===== src/rtl/a429_tx_sched.sv =====
// a429_tx_sched
// Round-robin scheduler that lets NSRC ARINC429 word sources share one
// transmitter. To the transmitter the block looks like a one-word FIFO
// (tf_rd / tf_do / tf_et). Source 0 can be given strict priority.
//
// Ports
//   clk_i     system clock
//   rst_ni    synchronous active-low reset
//   src_vld   per-source word valid, held until the matching src_rdy pulse
//   src_dat   per-source 32-bit word, source k in bits [32k+31:32k]
//   src_rdy   registered one-cycle accept pulse (one-hot or zero)
//   src_en    per-source enable mask
//   pri_en    source 0 wins over round-robin when set
//   flush     drop the held/loading word and return to arbitration
//   tf_rd     transmitter read strobe
//   tf_do     held word
//   tf_et     1 = no word held
//   tf_src    source index of the held word
//   word_cnt  words consumed through tf_rd, wraps at 16 bits
module a429_tx_sched #(
  parameter int NSRC = 4,
  parameter int SW   = (NSRC > 1) ? $clog2(NSRC) : 1
) (
  input  logic               clk_i,
  input  logic               rst_ni,
  input  logic [NSRC-1:0]    src_vld,
  input  logic [32*NSRC-1:0] src_dat,
  output logic [NSRC-1:0]    src_rdy,
  input  logic [NSRC-1:0]    src_en,
  input  logic               pri_en,
  input  logic               flush,
  input  logic               tf_rd,
  output logic [31:0]        tf_do,
  output logic               tf_et,
  output logic [SW-1:0]      tf_src,
  output logic [15:0]        word_cnt
);

  // One extra bit so last + offset (at most 2*NSRC-1) never overflows
  // before it is folded back into range.
  localparam int CW = SW + 1;

  typedef enum logic [1:0] {S_ARB, S_LOAD, S_FULL} state_t;

  state_t          state, state_n;
  logic [SW-1:0]   last;
  logic [SW-1:0]   grant;
  logic            grant_pri;
  logic [NSRC-1:0] elig;
  logic            any_elig;
  logic            use_pri;
  logic            rr_found;
  logic [SW-1:0]   rr_idx;
  logic [SW-1:0]   next_grant;
  logic [CW-1:0]   cand;
  logic [31:0]     words [NSRC];

  always_comb begin
    for (int k = 0; k < NSRC; k++) begin
      words[k] = src_dat[32*k +: 32];
    end
  end

  // Round-robin search starts just after the last non-priority grant, so
  // the most recently served source is considered last.
  always_comb begin
    elig     = src_vld & src_en;
    any_elig = |elig;
    use_pri  = pri_en & elig[0];
    rr_found = 1'b0;
    rr_idx   = '0;
    cand     = '0;
    for (int i = 1; i <= NSRC; i++) begin
      cand = {1'b0, last} + CW'(i);
      if (cand >= CW'(NSRC)) begin
        cand = cand - CW'(NSRC);
      end
      if (!rr_found && elig[cand[SW-1:0]]) begin
        rr_found = 1'b1;
        rr_idx   = cand[SW-1:0];
      end
    end
    next_grant = use_pri ? '0 : rr_idx;
  end

  // flush overrides everything and sends the block back to arbitration;
  // a flush in S_ARB also suppresses the grant for that cycle.
  always_comb begin
    state_n = state;
    case (state)
      S_ARB: begin
        if (!flush && any_elig) begin
          state_n = S_LOAD;
        end
      end
      S_LOAD: begin
        state_n = flush ? S_ARB : S_FULL;
      end
      S_FULL: begin
        if (flush || tf_rd) begin
          state_n = S_ARB;
        end
      end
      default: state_n = S_ARB;
    endcase
  end

  // src_rdy is raised on the edge that enters S_LOAD so it is high for the
  // whole load cycle; the word is captured on the edge that leaves it.
  // The grant is committed in S_LOAD, so the source is counted as served
  // (pointer moves) even if a flush drops the word.
  always_ff @(posedge clk_i) begin
    if (!rst_ni) begin
      state     <= S_ARB;
      last      <= SW'(NSRC - 1);
      grant     <= '0;
      grant_pri <= 1'b0;
      src_rdy   <= '0;
      tf_do     <= '0;
      tf_src    <= '0;
      tf_et     <= 1'b1;
      word_cnt  <= '0;
    end else begin
      state   <= state_n;
      src_rdy <= '0;
      case (state)
        S_ARB: begin
          if (!flush && any_elig) begin
            grant     <= next_grant;
            grant_pri <= use_pri;
            src_rdy   <= {{(NSRC-1){1'b0}}, 1'b1} << next_grant;
          end
        end
        S_LOAD: begin
          if (!grant_pri) begin
            last <= grant;
          end
          if (!flush) begin
            tf_do  <= words[grant];
            tf_src <= grant;
            tf_et  <= 1'b0;
          end
        end
        S_FULL: begin
          if (flush) begin
            tf_et <= 1'b1;
          end else if (tf_rd) begin
            tf_et    <= 1'b1;
            word_cnt <= word_cnt + 16'd1;
          end
        end
        default: begin
          tf_et <= 1'b1;
        end
      endcase
    end
  end

endmodule

===== config.mk =====
export PLATFORM = sky130hd
export DESIGN_NAME = a429_tx_sched
export DESIGN_NICKNAME = d
export VERILOG_FILES = /design/src/rtl/a429_tx_sched.sv
export SDC_FILE = /design/constraint.sdc
export NUM_CORES = 1
export LEC_CHECK = 0
export CELL_PAD_IN_SITES_DETAIL_PLACEMENT = 0
export CELL_PAD_IN_SITES_GLOBAL_PLACEMENT = 1
export CORE_MARGIN = 8
export CORE_UTILIZATION = 25
export DETAILED_ROUTE_END_ITERATION = 8
export PLACE_DENSITY_LB_ADDON = 0.1
export SYNTH_ARGS = -nofsm -noshare
export SYNTH_HDL_FRONTEND = slang
export SYNTH_SLANG_ARGS = --single-unit

===== constraint.sdc =====
create_clock -name clk_i -period 1.3 [get_ports clk_i]
set_input_delay 0.26 -clock clk_i [delete_from_list [all_inputs] [get_ports clk_i]]
set_output_delay 0.26 -clock clk_i [all_outputs]
set_load 0.005 [all_outputs]

; ---- Word-level counts from Yosys, hierarchy flattened
; Index checks and enable logic that the tools add are counted.
[classes]
addsub = 9
multipliers = 0
n_div = 0
magnitude_cmp = 9
n_eq_ne = 6
shift = 1
n_mux = 31
bitwise_logic = 6
n_reduce_logical = 18
[ops]
columns = op, count
row1 = $bmux W32 S2, 1
row2 = $mux W32, 2
row3 = $mux W2, 12
row4 = $add A16 B1 Y16 const B, 1
row5 = $ge A3 B3 Y1 const B, 5
row6 = $lt A2 B3 Y1 const B, 4
row7 = $mux W1, 10
row8 = $reduce_and A3 Y1, 3
row9 = $bmux W1 S2, 4
row10 = $reduce_and A2 Y1, 4
row11 = $sub A2 B1 Y2 const B, 4
row12 = $add A2 B2 Y3 const B, 2
row13 = $ne A2 B2 Y1 const B, 3
row14 = $pmux W2 S3, 1
row15 = $and A4 B4 Y4, 1
row16 = $logic_and A1 B1 Y1, 4
row17 = $logic_not A1 Y1, 4
row18 = $reduce_or A4 Y1, 1
row19 = $shl A1 B2 Y4 const A, 1
row20 = $add A2 B1 Y3 const B, 1
row21 = $add A2 B3 Y3 const B, 1
row22 = $ne A3 B3 Y1 const B, 1
row23 = $not A1 Y1, 3
row24 = $not A2 Y3, 1
row25 = other kinds (6), 6
[word_totals]
register_bits = 62
latch_bits = 0
ramBits = 0
rom_bits = 0
elab_cells = 89
mem_count = 0

; ---- Longest topological paths before layout
; Gate-level depths: netlist of run 1.
[logic_depth]
depth_word = 17
depth_mapped = 6

; ---- Worst setup path after synthesis of run 1
; OpenSTA, ideal clock, no wires.
[synth_timing]
kind = reg-to-reg
from = register word_cnt[0]
to = register word_cnt[10]
arrival_time_ns = 1.352
path_slack_ns = -0.122
path_stages_with_launch = 6
path_buffers = 0
period_less_slack_ns = 1.422
path_cell_list = dfxtp_1 -> ha_1 -> and2_1 -> nand4_2 -> or3_1 -> a21boi_1
[synth_via]
elab_chain_len = 1
[synth_rtl]
columns = item, line
row1 = start: declaration, 36  ; output logic [15:0] word_cnt
row2 = start signal: assignment, 149  ; word_cnt <= word_cnt + 16'd1;
row3 = $add A16 B1 Y16, 149
; Every way passes these cells.
; A chain may end at the register's enable or synchronous reset.

; ---- Worst setup path in the final report of run 1
[layout_timing]
from = register grant[0]
to = register tf_do[26]
[layout_via]
elab_chain_len = 4
[layout_rtl]
columns = item, line
row1 = start: declaration, 47  ; logic [SW-1:0] grant;
row2 = start signal: assignment, 129  ; grant <= next_grant;
row3 = $not A2 Y3 (not written as such), 139  ; tf_do <= words[grant];
row4 = $bmux W32 S2, 139
row5 = $mux W32 (not written as such) (2 in series), 139
row6 = end signal: assignment, 139
row7 = end: declaration, 33  ; output logic [31:0] tf_do,
; Every way passes these cells. The select of a mux whose other input is x is not followed.

==> reports/results.tsv, run 1 <==
stage	metric	value	unit
run_status	status	complete, but fails checks	
run_status	failing checks	setup timing	
finish	footprint of the multi-input gates	2260	µm²
finish	fin util	50.3	%
grt	grt ovf	0	
synthesis	Main synth FF type	dfxtp_1	
sta	Clock Skews	0.00614	ns
synthesis	Synth Warn #	0	
floorplanning	Core Area	13200	µm²
routing	wire length per cell	17.7	µm
grt	initial antenna violation count	0	
routing	DRC	0	
power_and_ir_drop	Clock Power Share	43.6	%
worst_setup_path	CP Data Required Time	1.51	ns
power_and_ir_drop	leak pwr	2.76	nW
place	IO Port Bufs	195	
grt	first-pass GRT wire length	20.7	mm
power_and_ir_drop	sequential power share	35.8	%
synthesis	Post-Syn Nets	475	
sta	Tmin final	1.42	ns
routing	Post-Route WL	13.5	mm
sta	relative slew slack	81.3	%
power_and_ir_drop	Sw Ratio	22.4	%
cts	clk slew on worst S/H paths	0.05	ns
routing	vias per std cell	4.53	
place	routability cong.	0.774	
finish	Final Cell Area	6640	µm²
routing	first-iteration detailed-routing DRC count	133	
synthesis	EDFF count, synth	0	
routing	Via Count	3447	
routing	router iterations before antenna repair	4	
grt	Total GRT Usage	15.1	%
finish	# diodes	0	
cts	root buf cell	clkbuf_16	
floorplanning	Starting Density	25.5	%
finish	Area Growth Syn to Fin	97.0	%
floorplanning	die area	17400	µm²
grt	largest net degree at the start of global routing	30	
power_and_ir_drop	total power	5.55	mW
floorplanning	DIE WIDTH	132	µm
synthesis	average size of a mapped cell	10.1	µm²
synthesis	ys async rst share	0	%
place	Area after DPL	5830	µm²
power_and_ir_drop	internal power	4.30	mW
synthesis	synth unique cells	47	
sta	RSZ-0062 raised after global routing	true	
sta	final setup violation count	38	
floorplanning	Die Height	132	µm
synthesis	Seq cells post-synth	62	
finish	number of fillers in the final layout	1256	
finish	FF+latch area	1280	µm²
worst_setup_path	CP Class	reg -> reg	
floorplanning	I/O Pins	196	
place	Final HPWL DP	9.83	mm
cts	Sink Count	62	
cts	hold_buf cts	0	
routing	antenna-violating nets left	0	
power_and_ir_drop	combinational power share	20.6	%
cts	buffer depth of the longest clock path	2	
power_and_ir_drop	VDD IR max	0.526	mV
sta	worst-margin pin slew	0.279	ns
worst_setup_path	Crit path arrival time	1.63	ns
sta	final slew viol count	0	
cts	H-Tree Depth	3	
worst_setup_path	CP Launch Type	flip-flop	
sta	final worst slack	-0.119	ns
sta	final hold viol count	0	
sta	Worst Hold Margin	0.271	ns
place	Setup WS pre-CTS	-0.530	ns
hold_path	worst hold path class	in -> reg	
finish	layout cells sized above 1	30.9	%
floorplanning	row cnt	42	
cts	worst skew pair latency	0.32	ns
sta	fmax	0.705	GHz
finish	nets	722	
cts	CTS tree	built	
synthesis	Syn Inst Count	333	
worst_setup_path	CP Capture Type	flip-flop	
power_and_ir_drop	switching power total	1.24	mW
synthesis	sequential share of the synthesized area	36.8	%
sta	Final Cycle Share	109	%
worst_setup_path	crit path max fanout	6	
cts	total CTS buffers	9	
run	maxcap violations	0	
grt	number of global-route vias before repair	3643	
power_and_ir_drop	PwrDens	836	nW/µm²
synthesis	Synth Cell Area	3370	µm²
layout by cell type, fill, tap and decap left out, types with 9 or more instances in the layout:
cell type / n
mux4_2: 32
a21boi_1: 32
and2_1: 10
buf_4: 40
dlygate4sd2_1: 54
clkbuf_16: 9
nand2_1: 76
clkdlybuf4s50_1: 129
dfxtp_1: 42
dfxtp_2: 13
buf_6: 13
final cells by class:
type | count | share of cell area, %
timing repair buffer | 259 | 38.6
multi-input combinational | 246 | 34.0
sequential | 62 | 19.3
clock buffer | 13 | 3.92
tap | 176 | 3.32
clock inverter | 3 | 0.641
inverter | 2 | 0.151
critical path: stages (launching register included):
cell and delay, ns:
dfxtp_4 0.40, buf_6 0.14, buf_12 0.12, mux4_2 0.50, nand2_1 0.09, a21boi_2 0.05
synth_stat cells, drive strengths merged (3+ instances only):
cell    number  area share (%)
a21boi      38             8.6
and2        12             2.2
and3         4            0.74
buf         15             2.5
clkbuf       8            0.89
dfxtp       62              37
mux2i        4             1.2
mux4        32              21
nand2       87             9.7
nand2b       8             1.5
nand3        7             1.0
nand4        5             1.1
nor2         3            0.33
nor3         3            0.45
nor4         4             1.4
o21ai        3            0.45
o32ai        3            0.78
xnor2        5             1.3
xor2         5             1.3
per-stage QoR:
step	std cells	TNS, ns
floorplan	333	-0.214
global placement	725	-19.14
detailed placement	725	-20.55
CTS	760	-4.00
global route	761	-5.51
finish	761	-2.73
flip-flops by register name (all words and copies together) (netlist names):
register / count
tf_do: 32
word_cnt: 16
src_rdy: 4
grant: 2
last: 2
state: 2
tf_src: 2
grant_pri: 1
tf_et: 1
path summary, 6_finish.rpt:
check	slack (ns)	cells after the start	from	endpoint
max	-0.12	5	grant[0]	tf_do[26]
min	0.27	2	rst_ni	tf_do[2]
max reg2reg	-0.12	5	grant[0]	tf_do[26]
min reg2reg	0.45	2	tf_do[25]	tf_do[25]
power groups by stage:
stage          logic (mW)  clock network [mW]  registers, mW
2_1_floorplan       0.404                   0           2.02
3_3_place_gp         1.02                   0           2.03
3_5_place_dp         1.03                   0           2.03
4_1_cts              1.15                2.49           1.99
5_1_grt              1.23                2.59           1.99
6_report             1.14                2.42           1.98
per-layer routing:
metal	GRT usage (%)	part of all wire (%)	vias up
li1	-	-	1704
met1	18.3	43	1624
met2	26.2	50	110
met3	3.28	6.1	9
met4	4.79	1.0	0
met5	0	0	-
repair_timing:
action | in CTS | in global routing
endpoints found under the setup margin | 110 | 56
setup buffers | 12 | 5
cloned | 7 | 0
resized for setup | 127 | 51
pin swaps | 23 | 36
logic make-up (layout without fill, tap and decap cells):
family	count (synthesis)	in the layout	share of synthesized area, %
buffers and inverters	25	277	3.64
AO/OA/AOI/OAI	54	54	12.2
adder cells (fa/ha/maj)	1	1	0.371
multiplexers	36	36	22.6
XOR/XNOR	10	10	2.60
AND/OR/NAND/NOR	145	145	21.8
flip-flops	62	62	36.8
(Power assumes the default switching activity.)
==> run 2, diff against run 1 <==
- CORE_UTILIZATION: 25 -> 41
- DONT_BUFFER_PORTS: unset -> 1
==> run 2 against run 1 <==
- critical endpoint is now tf_do[1]
- non-clock buffer count fell by 209
- the run still ends with setup timing left
- final area fell by 35%
- via count fell by 23%
- register-to-register slack improved by 0.06 ns
- sequential cell count did not move
==> reports/results.tsv, run 2 (same netlist as run 1, synthesis figures left out) <==
stage	metric	value	unit
run_status	status	complete, but fails checks	
run_status	failing checks	setup timing	
power_and_ir_drop	PwrDens	1020	nW/µm²
grt	initial antenna violation count	0	
finish	max FFs per register	32	
finish	Final Cell Area	4290	µm²
finish	most common cell after layout, fill and taps aside	nand2_1	
routing	Post-Route WL	10.3	mm
worst_setup_path	R2R depth	4	
grt	largest net degree at the start of global routing	62	
routing	wl on met1	3.85	mm
routing	antenna-violating nets left	0	
routing	routed wl met2	5.26	mm
routing	met3 WL post-DR	1.07	mm
power_and_ir_drop	leak pwr	1.56	nW
sta	setup TNS	-0.607	ns
cts	CTS tree	built	
sta	Clock Skews	0.00554	ns
finish	Final Non-Filler Cells	481	
sta	final hold viol count	0	
cts	worst skew pair latency	0.33	ns
routing	Via Count	2642	
run	maxcap violations	0	
finish	top flop regs	tf_do (32), word_cnt (16), src_rdy (4)	
floorplanning	Die Height	107	µm
sta	final slew viol count	0	
finish	commonest non-fill, non-tap cells in the layout	nand2_1 (81), dfxtp_1 (52), buf_4 (38), mux4_2 (32), a21boi_1 (31)	
sta	Final Cycle Share	104	%
finish	layout cells sized above 1	37.5	%
sta	fmax	0.738	GHz
finish	Reg with most FFs	tf_do	
place	DP Cell Count	457	
sta	final worst slack	-0.0544	ns
sta	relative slew slack	73.6	%
place	Final HPWL DP	7.37	mm
floorplanning	Core Area	8090	µm²
finish	# diodes	0	
worst_setup_path	CP Launch Type	flip-flop	
floorplanning	DIE WIDTH	107	µm
cts	H-Tree Depth	3	
grt	number of global-route vias before repair	2721	
hold_path	Worst Hold Path Cells	1	
floorplanning	Starting Density	41.6	%
worst_setup_path	Crit path arrival time	1.58	ns
routing	vias per std cell	5.49	
cts	clk slew on worst S/H paths	0.07	ns
worst_setup_path	CP Class	reg -> reg	
sta	worst-margin pin slew	0.396	ns
routing	wire length per cell	21.3	µm
routing	DRC	0	
worst_setup_path	crit path max fanout	10	
grt	Total GRT Usage	16.8	%
cts	buffer depth of the longest clock path	2	
power_and_ir_drop	VDD IR max	0.544	mV
cts	Sink Count	62	
sta	Tmin final	1.35	ns
grt	grt ovf	0	
floorplanning	row cnt	33	
sta	RSZ-0062 raised after global routing	true	
cts	root buf cell	clkbuf_8	
finish	number of fillers in the final layout	754	
routing	first-iteration detailed-routing DRC count	109	
sta	final setup violation count	26	
finish	Area Growth Syn to Fin	27.3	%
grt	first-pass GRT wire length	15.2	mm
floorplanning	die area	11400	µm²
floorplanning	I/O Pins	196	
cts	total CTS buffers	9	
place	IO Port Bufs	0	
routing	router iterations before antenna repair	4	
routing	highest metal used	met4	
place	routability cong.	0.722	
worst_setup_path	CP Capture Type	flip-flop	
finish	nets	513	
hold_path	worst hold path class	in -> reg	
worst_setup_path	CP Data Required Time	1.52	ns
place	Area after DPL	3790	µm²
run 2: cell count changes in the layout (fill, tap and decap cells not counted), moves of 3 or more:
cell and delta:
nor3_4 -3, dfxtp_1 +10, dfxtp_4 -5, nand2_1 +5, buf_6 -10, clkdlybuf4s15_1 -5, nand2_4 -3, dfxtp_2 -5
buf_16 -3, clkbuf_8 +8, dlygate4sd2_1 -54, clkdlybuf4s50_1 -129, clkbuf_16 -7, clkbuf_2 -4
run 2: final cells by class:
class	instances	area, µm²	share of cell area (%)
clock inverter	4	70.1	1.63
sequential	62	1260	29.3
tap	105	131	3.06
multi-input combinational	246	2170	50.6
inverter	2	7.51	0.175
clock buffer	12	145	3.38
timing repair buffer	50	507	11.8
run 2: path summary, 6_finish.rpt:
| path | from | endpoint | slack, ns |
|---|---|---|---|
| worst min-delay path | rst_ni | word_cnt[12] | 0.06 |
| worst min register to register | tf_do[29] | tf_do[29] | 0.48 |
| worst max register to register | grant[0] | tf_do[1] | -0.05 |
| worst max-delay path | grant[0] | tf_do[1] | -0.05 |
run 2: metal layers:
metal  up-vias  track usage [%]
met4         0             3.72
met2       109             29.3
met5         -                0
met1      1244             18.4
met3         7             7.62
li1       1282                -
run 2: repair_timing:
action	in CTS	in global routing
setup endpoints to repair	44	53
endpoints found under the hold margin	2	0
cloned	1	2
buffers inserted	1	3
gates resized for setup	24	22
pin swaps	8	7
hold buffers	1	0
run 2: stage by stage:
| step | hold slack (ns) | power (mW) | worst slack (ns) | utilization (%) |
|---|---|---|---|---|
| final | 0.0562 | 4.38 | -0.0544 | 53.0 |
| after global routing | 0.0296 | 4.60 | -0.113 | 53.0 |
| after global placement | 0.344 | 2.51 | -0.151 | 46.8 |
| after CTS | 0.0313 | 4.41 | -0.0621 | 51.0 |
| after detailed placement | 0.356 | 2.51 | -0.167 | 46.8 |
| after floorplan | 0.415 | 2.43 | -0.0130 | - |
run 2: power by group:
part | internal [mW] | switching (mW) | leakage [nW]
Clock | 1.13 | 0.717 | 0.110
Sequential | 1.95 | 0.0515 | 0.505
Combinational | 0.327 | 0.210 | 0.942
run 2: worst max-delay path, stage by stage (launching register included):
cell	delay [ns]
dfxtp_4	0.41
buf_12	0.17
mux4_2	0.53
nand2_1	0.09
a21boi_1	0.05
==> run 3, diff against run 2 <==
- ABC_AREA: unset -> 1
- CORE_UTILIZATION: 41 -> 45
- clock period: 1.3 -> 1.66 ns (I/O delays scaled with it)
==> run 3 against run 2 <==
- the run now ends clean
- power fell by 16%
- critical path depth increased by 3
- routed wire length grew 9.4%
- clock skew grew 0.0033 ns
==> reports/results.tsv, run 3 <==
stage	metric	value	unit
synthesis	Synth Cell Area	3730	µm²
power_and_ir_drop	internal power	2.65	mW
routing	wire length per cell	16.2	µm
cts	clk slew on worst S/H paths	0.08	ns
worst_setup_path	crit path max fanout	5	
synthesis	Post-Syn Nets	735	
place	Setup WS pre-CTS	0.160	ns
finish	Area Growth Syn to Fin	10.1	%
synthesis	ranking of synthesized cells by area	dfxtp_1 (33%), o21ai_0 (10%), nor2_1 (8.6%), inv_1 (8.4%), a21oi_1 (6.6%)	
synthesis	sequential share of the synthesized area	33.3	%
synthesis	EDFF count, synth	0	
floorplanning	Core Area	8130	µm²
power_and_ir_drop	VDD IR max	0.408	mV
routing	Post-Route WL	11.2	mm
power_and_ir_drop	leak pwr	1.78	nW
sta	relative slew slack	73.9	%
finish	nets	727	
worst_setup_path	reg2reg setup slack	0.18	ns
sta	final setup violation count	0	
sta	Tmin final	1.48	ns
grt	largest net degree at the start of global routing	51	
sta	final worst slack	0.184	ns
finish	number of fillers in the final layout	868	
sta	RSZ-0062 raised after global routing	false	
place	Final HPWL DP	8.85	mm
floorplanning	DIE WIDTH	107	µm
floorplanning	row cnt	33	
finish	commonest non-fill, non-tap cells in the layout	nor2_1 (85), inv_1 (83), o21ai_0 (75), nand2_1 (64), dfxtp_1 (61)	
routing	DRC	0	
finish	# diodes	0	
floorplanning	die area	11500	µm²
finish	layout cells sized above 1	10.8	%
finish	Reg with most FFs	tf_do	
cts	root buf cell	clkbuf_8	
sta	Clock Skews	0.00885	ns
grt	initial antenna violation count	0	
sta	setup TNS	0	ns
worst_setup_path	Critical R2R Capture	word_cnt[11]	
synthesis	list of most frequent post-synthesis cells	nor2_1 (85), inv_1 (83), o21ai_0 (75), nand2_1 (64), dfxtp_1 (62)	
routing	vias per std cell	5.40	
hold_path	worst hold path class	in -> reg	
grt	Total GRT Usage	19.0	%
synthesis	Syn Inst Count	593	
synthesis	Seq cells post-synth	62	
floorplanning	Starting Density	45.9	%
finish	most common cell after layout, fill and taps aside	nor2_1	
synthesis	ys async rst share	0	%
run_status	status	finished, final reports clean	
floorplanning	Die Height	107	µm
run	maxcap violations	0	
worst_setup_path	Critical R2R Launch	word_cnt[0]	
sta	final hold viol count	0	
cts	Sink Count	62	
cts	total CTS buffers	9	
power_and_ir_drop	combinational power share	16.5	%
cts	buffer depth of the longest clock path	2	
power_and_ir_drop	Clock Power Share	40.0	%
finish	Final Non-Filler Cells	695	
place	routability cong.	0.837	
grt	grt ovf	0	
cts	Post-CTS Resized	0	
power_and_ir_drop	PwrDens	899	nW/µm²
routing	first-iteration detailed-routing DRC count	210	
hold_path	HP Start	rst_ni	
worst_setup_path	CP endpoint	word_cnt[11]	
synthesis	Synth Warn #	0	
grt	first-pass GRT wire length	17.5	mm
routing	router iterations before antenna repair	5	
synthesis	Yosys top cell by area	dfxtp_1	
place	DP Cell Count	679	
worst_setup_path	CP Launch Type	flip-flop	
floorplanning	I/O Pins	196	
synthesis	synth unique cells	32	
worst_setup_path	R2R depth	7	
cts	worst skew pair latency	0.34	ns
cts	setup bufs post-CTS	0	
synthesis	average size of a mapped cell	6.29	µm²
finish	top flop regs	tf_do (32), word_cnt (16), src_rdy (4)	
cts	hold_buf cts	0	
power_and_ir_drop	sequential power share	43.5	%
worst_setup_path	CP Class	reg -> reg	
finish	max FFs per register	32	
sta	fmax	0.678	GHz
worst_setup_path	CP Capture Type	flip-flop	
worst_setup_path	CP Data Required Time	1.89	ns
worst_setup_path	Crit path arrival time	1.71	ns
synthesis	top cell type's share of synthesized area	33.3	%
finish	fin util	50.5	%
sta	worst-margin pin slew	0.389	ns
synthesis	Main synth FF type	dfxtp_1	
sta	Final Cycle Share	88.9	%
grt	number of global-route vias before repair	3417	
cts	CTS tree	built	
worst_setup_path	Critical path origin	word_cnt[0]	
place	IO Port Bufs	0	
cts	H-Tree Depth	3	
routing	antenna-violating nets left	0	
power_and_ir_drop	Sw Ratio	28.2	%
synthesis	count leader, synth	nor2_1	
power_and_ir_drop	switching power total	1.04	mW
routing	Via Count	3756	
power_and_ir_drop	total power	3.69	mW
sta	final slew viol count	0	
==> run 3: cell types whose count changed after synthesis, sizes merged, moves of 15 or more <==
cell,previous run,this run
o22ai,0,32
nor2,3,92
a21oi,2,49
inv,2,89
a21boi,38,0
o21ai,3,112
nand3,7,22
mux4,32,0
clkbuf,8,24
==> run 3: worst min-delay path by stage <==
stage	to	slack, ns	depth (start not counted)
floorplan	grant_pri	0.44	2
global placement	tf_et	0.41	1
detailed placement	tf_et	0.41	1
CTS	tf_et	0.04	1
global route	tf_et	0.05	1
finish	tf_et	0.07	1
==> run 3: layer usage <==
layer | track usage (%) | vias up | wire [µm]
li1 | - | 1926 | -
met1 | 21.2 | 1686 | 4400
met2 | 32.4 | 135 | 5570
met3 | 7.56 | 9 | 1160
met4 | 5.83 | 0 | 108
met5 | 0 | - | 0
==> run 3: metrics by stage <==
step | hold slack [ns] | instance area (µm²)
final | 0.0680 | 4110
after global routing | 0.0492 | 4110
after CTS | 0.0377 | 4110
after detailed placement | 0.412 | 3880
after global placement | 0.405 | 3880
after floorplan | 0.436 | 3730
==> run 3: critical path, stage by stage, from the launching register on <==
cell	delay [ns]
dfxtp_1	0.40
nand3_1	0.15
nor3_2	0.26
nand3b_2	0.17
nor2_4	0.15
nand2_1	0.08
o21ai_1	0.12
a21oi_1	0.05
==> run 3: power by group through the flow <==
stage / registers, mW / logic [mW] / clock network, mW
global route: 1.61 / 0.706 / 1.61
global placement: 1.64 / 0.598 / 0
CTS: 1.61 / 0.616 / 1.53
detailed placement: 1.64 / 0.614 / 0
finish: 1.61 / 0.610 / 1.48
floorplan: 1.61 / 0.487 / 0
==> run 3: kinds of logic after synthesis <==
family / share of synthesized area, %
XOR/XNOR: 0.705
flip-flops: 33.3
buffers and inverters: 12.9
AO/OA/AOI/OAI: 27.7
AND/OR/NAND/NOR: 25.1
adder cells (fa/ha/maj): 0.335
==> run 3: cell type report <==
type                            count  area [µm²]  area share (%)
Multi-Input combinational cell    407        2010            49.0
Sequential cell                    62        1240            30.3
Inverter                           91         343            8.35
Timing Repair Buffer               14         155            3.78
Clock buffer                       10         138            3.35
Tap cell                          105         131            3.20
Clock inverter                      6        85.1            2.07
==> variant: new RTL, flow settings as in run 2 <==
Set the parameter `NSRC` to 2 (it was 4).
--- a/src/rtl/a429_tx_sched.sv
+++ b/src/rtl/a429_tx_sched.sv
@@ -20,3 +20,3 @@
 module a429_tx_sched #(
-  parameter int NSRC = 4,
+  parameter int NSRC = 2,
   parameter int SW   = (NSRC > 1) ? $clog2(NSRC) : 1
Ports: changed (5 resized); port bits go from 196 to 125. No check against the original RTL was run, so the function may have changed too.
==> variant against run 2 <==
  * The run still ends with setup timing left
  * Largest power group unchanged
  * Synthesized cell count shrank 21%
  * Power shrank 10%
  * Final cell count shrank 17%
  * Final area shrank 12%
  * Wire length shrank 26%
  * Non-clock buffer count grew 10
  * First-iteration DRC count shrank 45%
  * Setup slack lost 0.18 ns
  * Count of clock-buffer cells in the layout grew 2
  * Synthesized area shrank 26%
  * Sequential cell count shrank 5
  * Via count shrank 20%
==> variant: results (changes against run 2) <==
GRT
  – Initial antenna violation count: 0 (unchanged)
  – Total GRT Usage: 0.169 (+0.000292)
  – First-pass GRT wire length: 11,800 microns (-22%)
  – Largest net degree at the start of global routing: 36 (-42%)
  – Number of global-route vias before repair: 2,344 (-14%)

Yosys
  – Seq/Total Area, Yosys: 0.459 (+0.0911)
  – Synth area leaders: dfxtp_1 46%, mux2i_1 15%, a211oi_1 10%
  – Distinct cell type count after synthesis: 35 (-26%)
  – Top cells by count, synth: 57 x dfxtp_1, 47 x nor2_1, 37 x mux2i_1, 33 x a211oi_1, 11 x clkbuf_1
  – Net count after synthesis: 338 (-29%)
  – Synth warnings: 0 (unchanged)
  – Top_reg_cell synth: dfxtp_1
  – FFs w/ async S/R, synth: 0 (unchanged)
  – Syn Area/Cell: 9.41 sq um (-7.0%)

Timing
  – Final worst setup slack: -0.238 ns (-0.184 ns)
  – Setup_tns: -3.47 ns (-2.86 ns)
  – Final setup violating endpoints: 44 (+69%)
  – Relative slew slack: 0.770 (+0.0341)
  – Clock skew: 0.00938 ns (+0.00384 ns)

Run status
  – Status: finished with violations
  – Failing checks: setup timing

Setup path
  – Crit path kind: flop to flop
  – Worst path arrival time: 1.81 ns (+0.23 ns)
  – Worst r2r src: word_cnt[8]
  – Critical path peak fanout: 4 (-6)

Clock network
  – Clk pin slew, worst setup/hold paths: 0.07 ns (about the same)
  – Clock Root Buffer: clkbuf_8
  – Inserted Clock Buffers: 9 (unchanged)
  – Clock tree buffer depth: 2 (unchanged)
  – H-tree levels: 3 (unchanged)
  – Clock latency at the later pin of the worst-skew pair: 0.33 ns (about the same)

Power and ir drop
  – Worst IR Drop VDD: 882 uV (+62%)
  – Pleak: 1.38 nW (-11%)

Placed design
  – DP Cell Count: 361 (-21%)
  – Worst slack, placed: -0.288 ns (-0.121 ns)
  – Port bufs: 0 (unchanged)
  – DP Wirelength: 4790 microns (-35%)
  – RePlAce Congestion: 0.704 (-2.5%)

Drt
  – First-pass DRT Iterations: 4 (unchanged)
  – DR iter-0 viols: 60 (-45%)
  – Vias per cell: 5.34 (-2.7%)
  – Average wire per standard cell: 19.1 microns (-11%)

Final layout
  – Ant. Diodes: 0 (unchanged)
  – Layout Nets: 391 (-24%)
  – Layout Cells excl Fill: 397 (-17%)
  – Share of layout cells above drive strength 1: 0.438 (+0.0629)
  – Largest regs: tf_do x32, word_cnt x16

Worst hold path
  – Hold crit path type: input pin to flop
  – Worst min-delay path startpoint: rst_ni
## variant: report_power, final
group	switching, mW	internal [mW]	leakage (nW)
combinational	0.156	0.181	0.801
sequential	0.0437	1.78	0.471
clock	0.675	1.09	0.113
## variant: cells by family (layout without fill, tap and decap cells)
logic type | Yosys count | in the layout | synth area share
AO/OA/AOI/OAI | 44 | 44 | 0.126
adder cells (fa/ha/maj) | 1 | 1 | 0.00504
XOR/XNOR | 11 | 11 | 0.0388
multiplexers | 37 | 37 | 0.149
AND/OR/NAND/NOR | 89 | 89 | 0.181
flip-flops | 57 | 57 | 0.459
buffers and inverters | 25 | 83 | 0.0403
## variant: final timing paths
check / endpoint / slack (ns) / cells past startpoint
setup / recovery: word_cnt[15] / -0.24 / 4
hold / removal: last / 0.01 / 1
setup reg to reg: word_cnt[15] / -0.24 / 4
hold reg to reg: last / 0.49 / 1
## variant: repair_timing
item | 4_1_cts | 5_1_grt
pin swaps | 20 | 18
endpoints found under the hold margin | 2 | 0
cloned | 8 | 0
resized for setup | 56 | 33
hold buffers | 2 | 0
endpoints found under the setup margin | 48 | 54
setup buffers | 11 | 4
## variant: cell type report
type | count | area, sq um
flip-flops and latches | 57 | 1170
fillers | 488 | 2090
repair buffers | 60 | 711
clock buffers | 14 | 183
multi-input cells | 182 | 1570
clock inverters | 2 | 35.0
well taps | 75 | 93.8
inverters | 7 | 26.3
## variant: layer usage
| layer | track usage | wire [microns] | up-vias |
|---|---|---|---|
| li1 | - | - | 1051 |
| met1 | 0.175 | 2930 | 977 |
| met5 | 0 | 0 | - |
| met3 | 0.0847 | 676 | 6 |
| met4 | 0.0476 | 64 | 0 |
| met2 | 0.292 | 3900 | 87 |
## variant: worst max-delay path, stage by stage (launching register included)
cell and delay, ns:
dfxtp_2 0.32, nand4_1 0.12, or3_4 0.43, or4_4 0.49
a21oi_2 0.13
## variant: through the flow
step | cell area, sq um | hold slack, ns
5_1_grt | 3790 | 0.000273
3_3_place_gp | 2900 | 0.333
6_report | 3790 | 0.0125
2_1_floorplan | 2550 | 0.331
3_5_place_dp | 2900 | 0.337
4_1_cts | 3760 | 0.0156
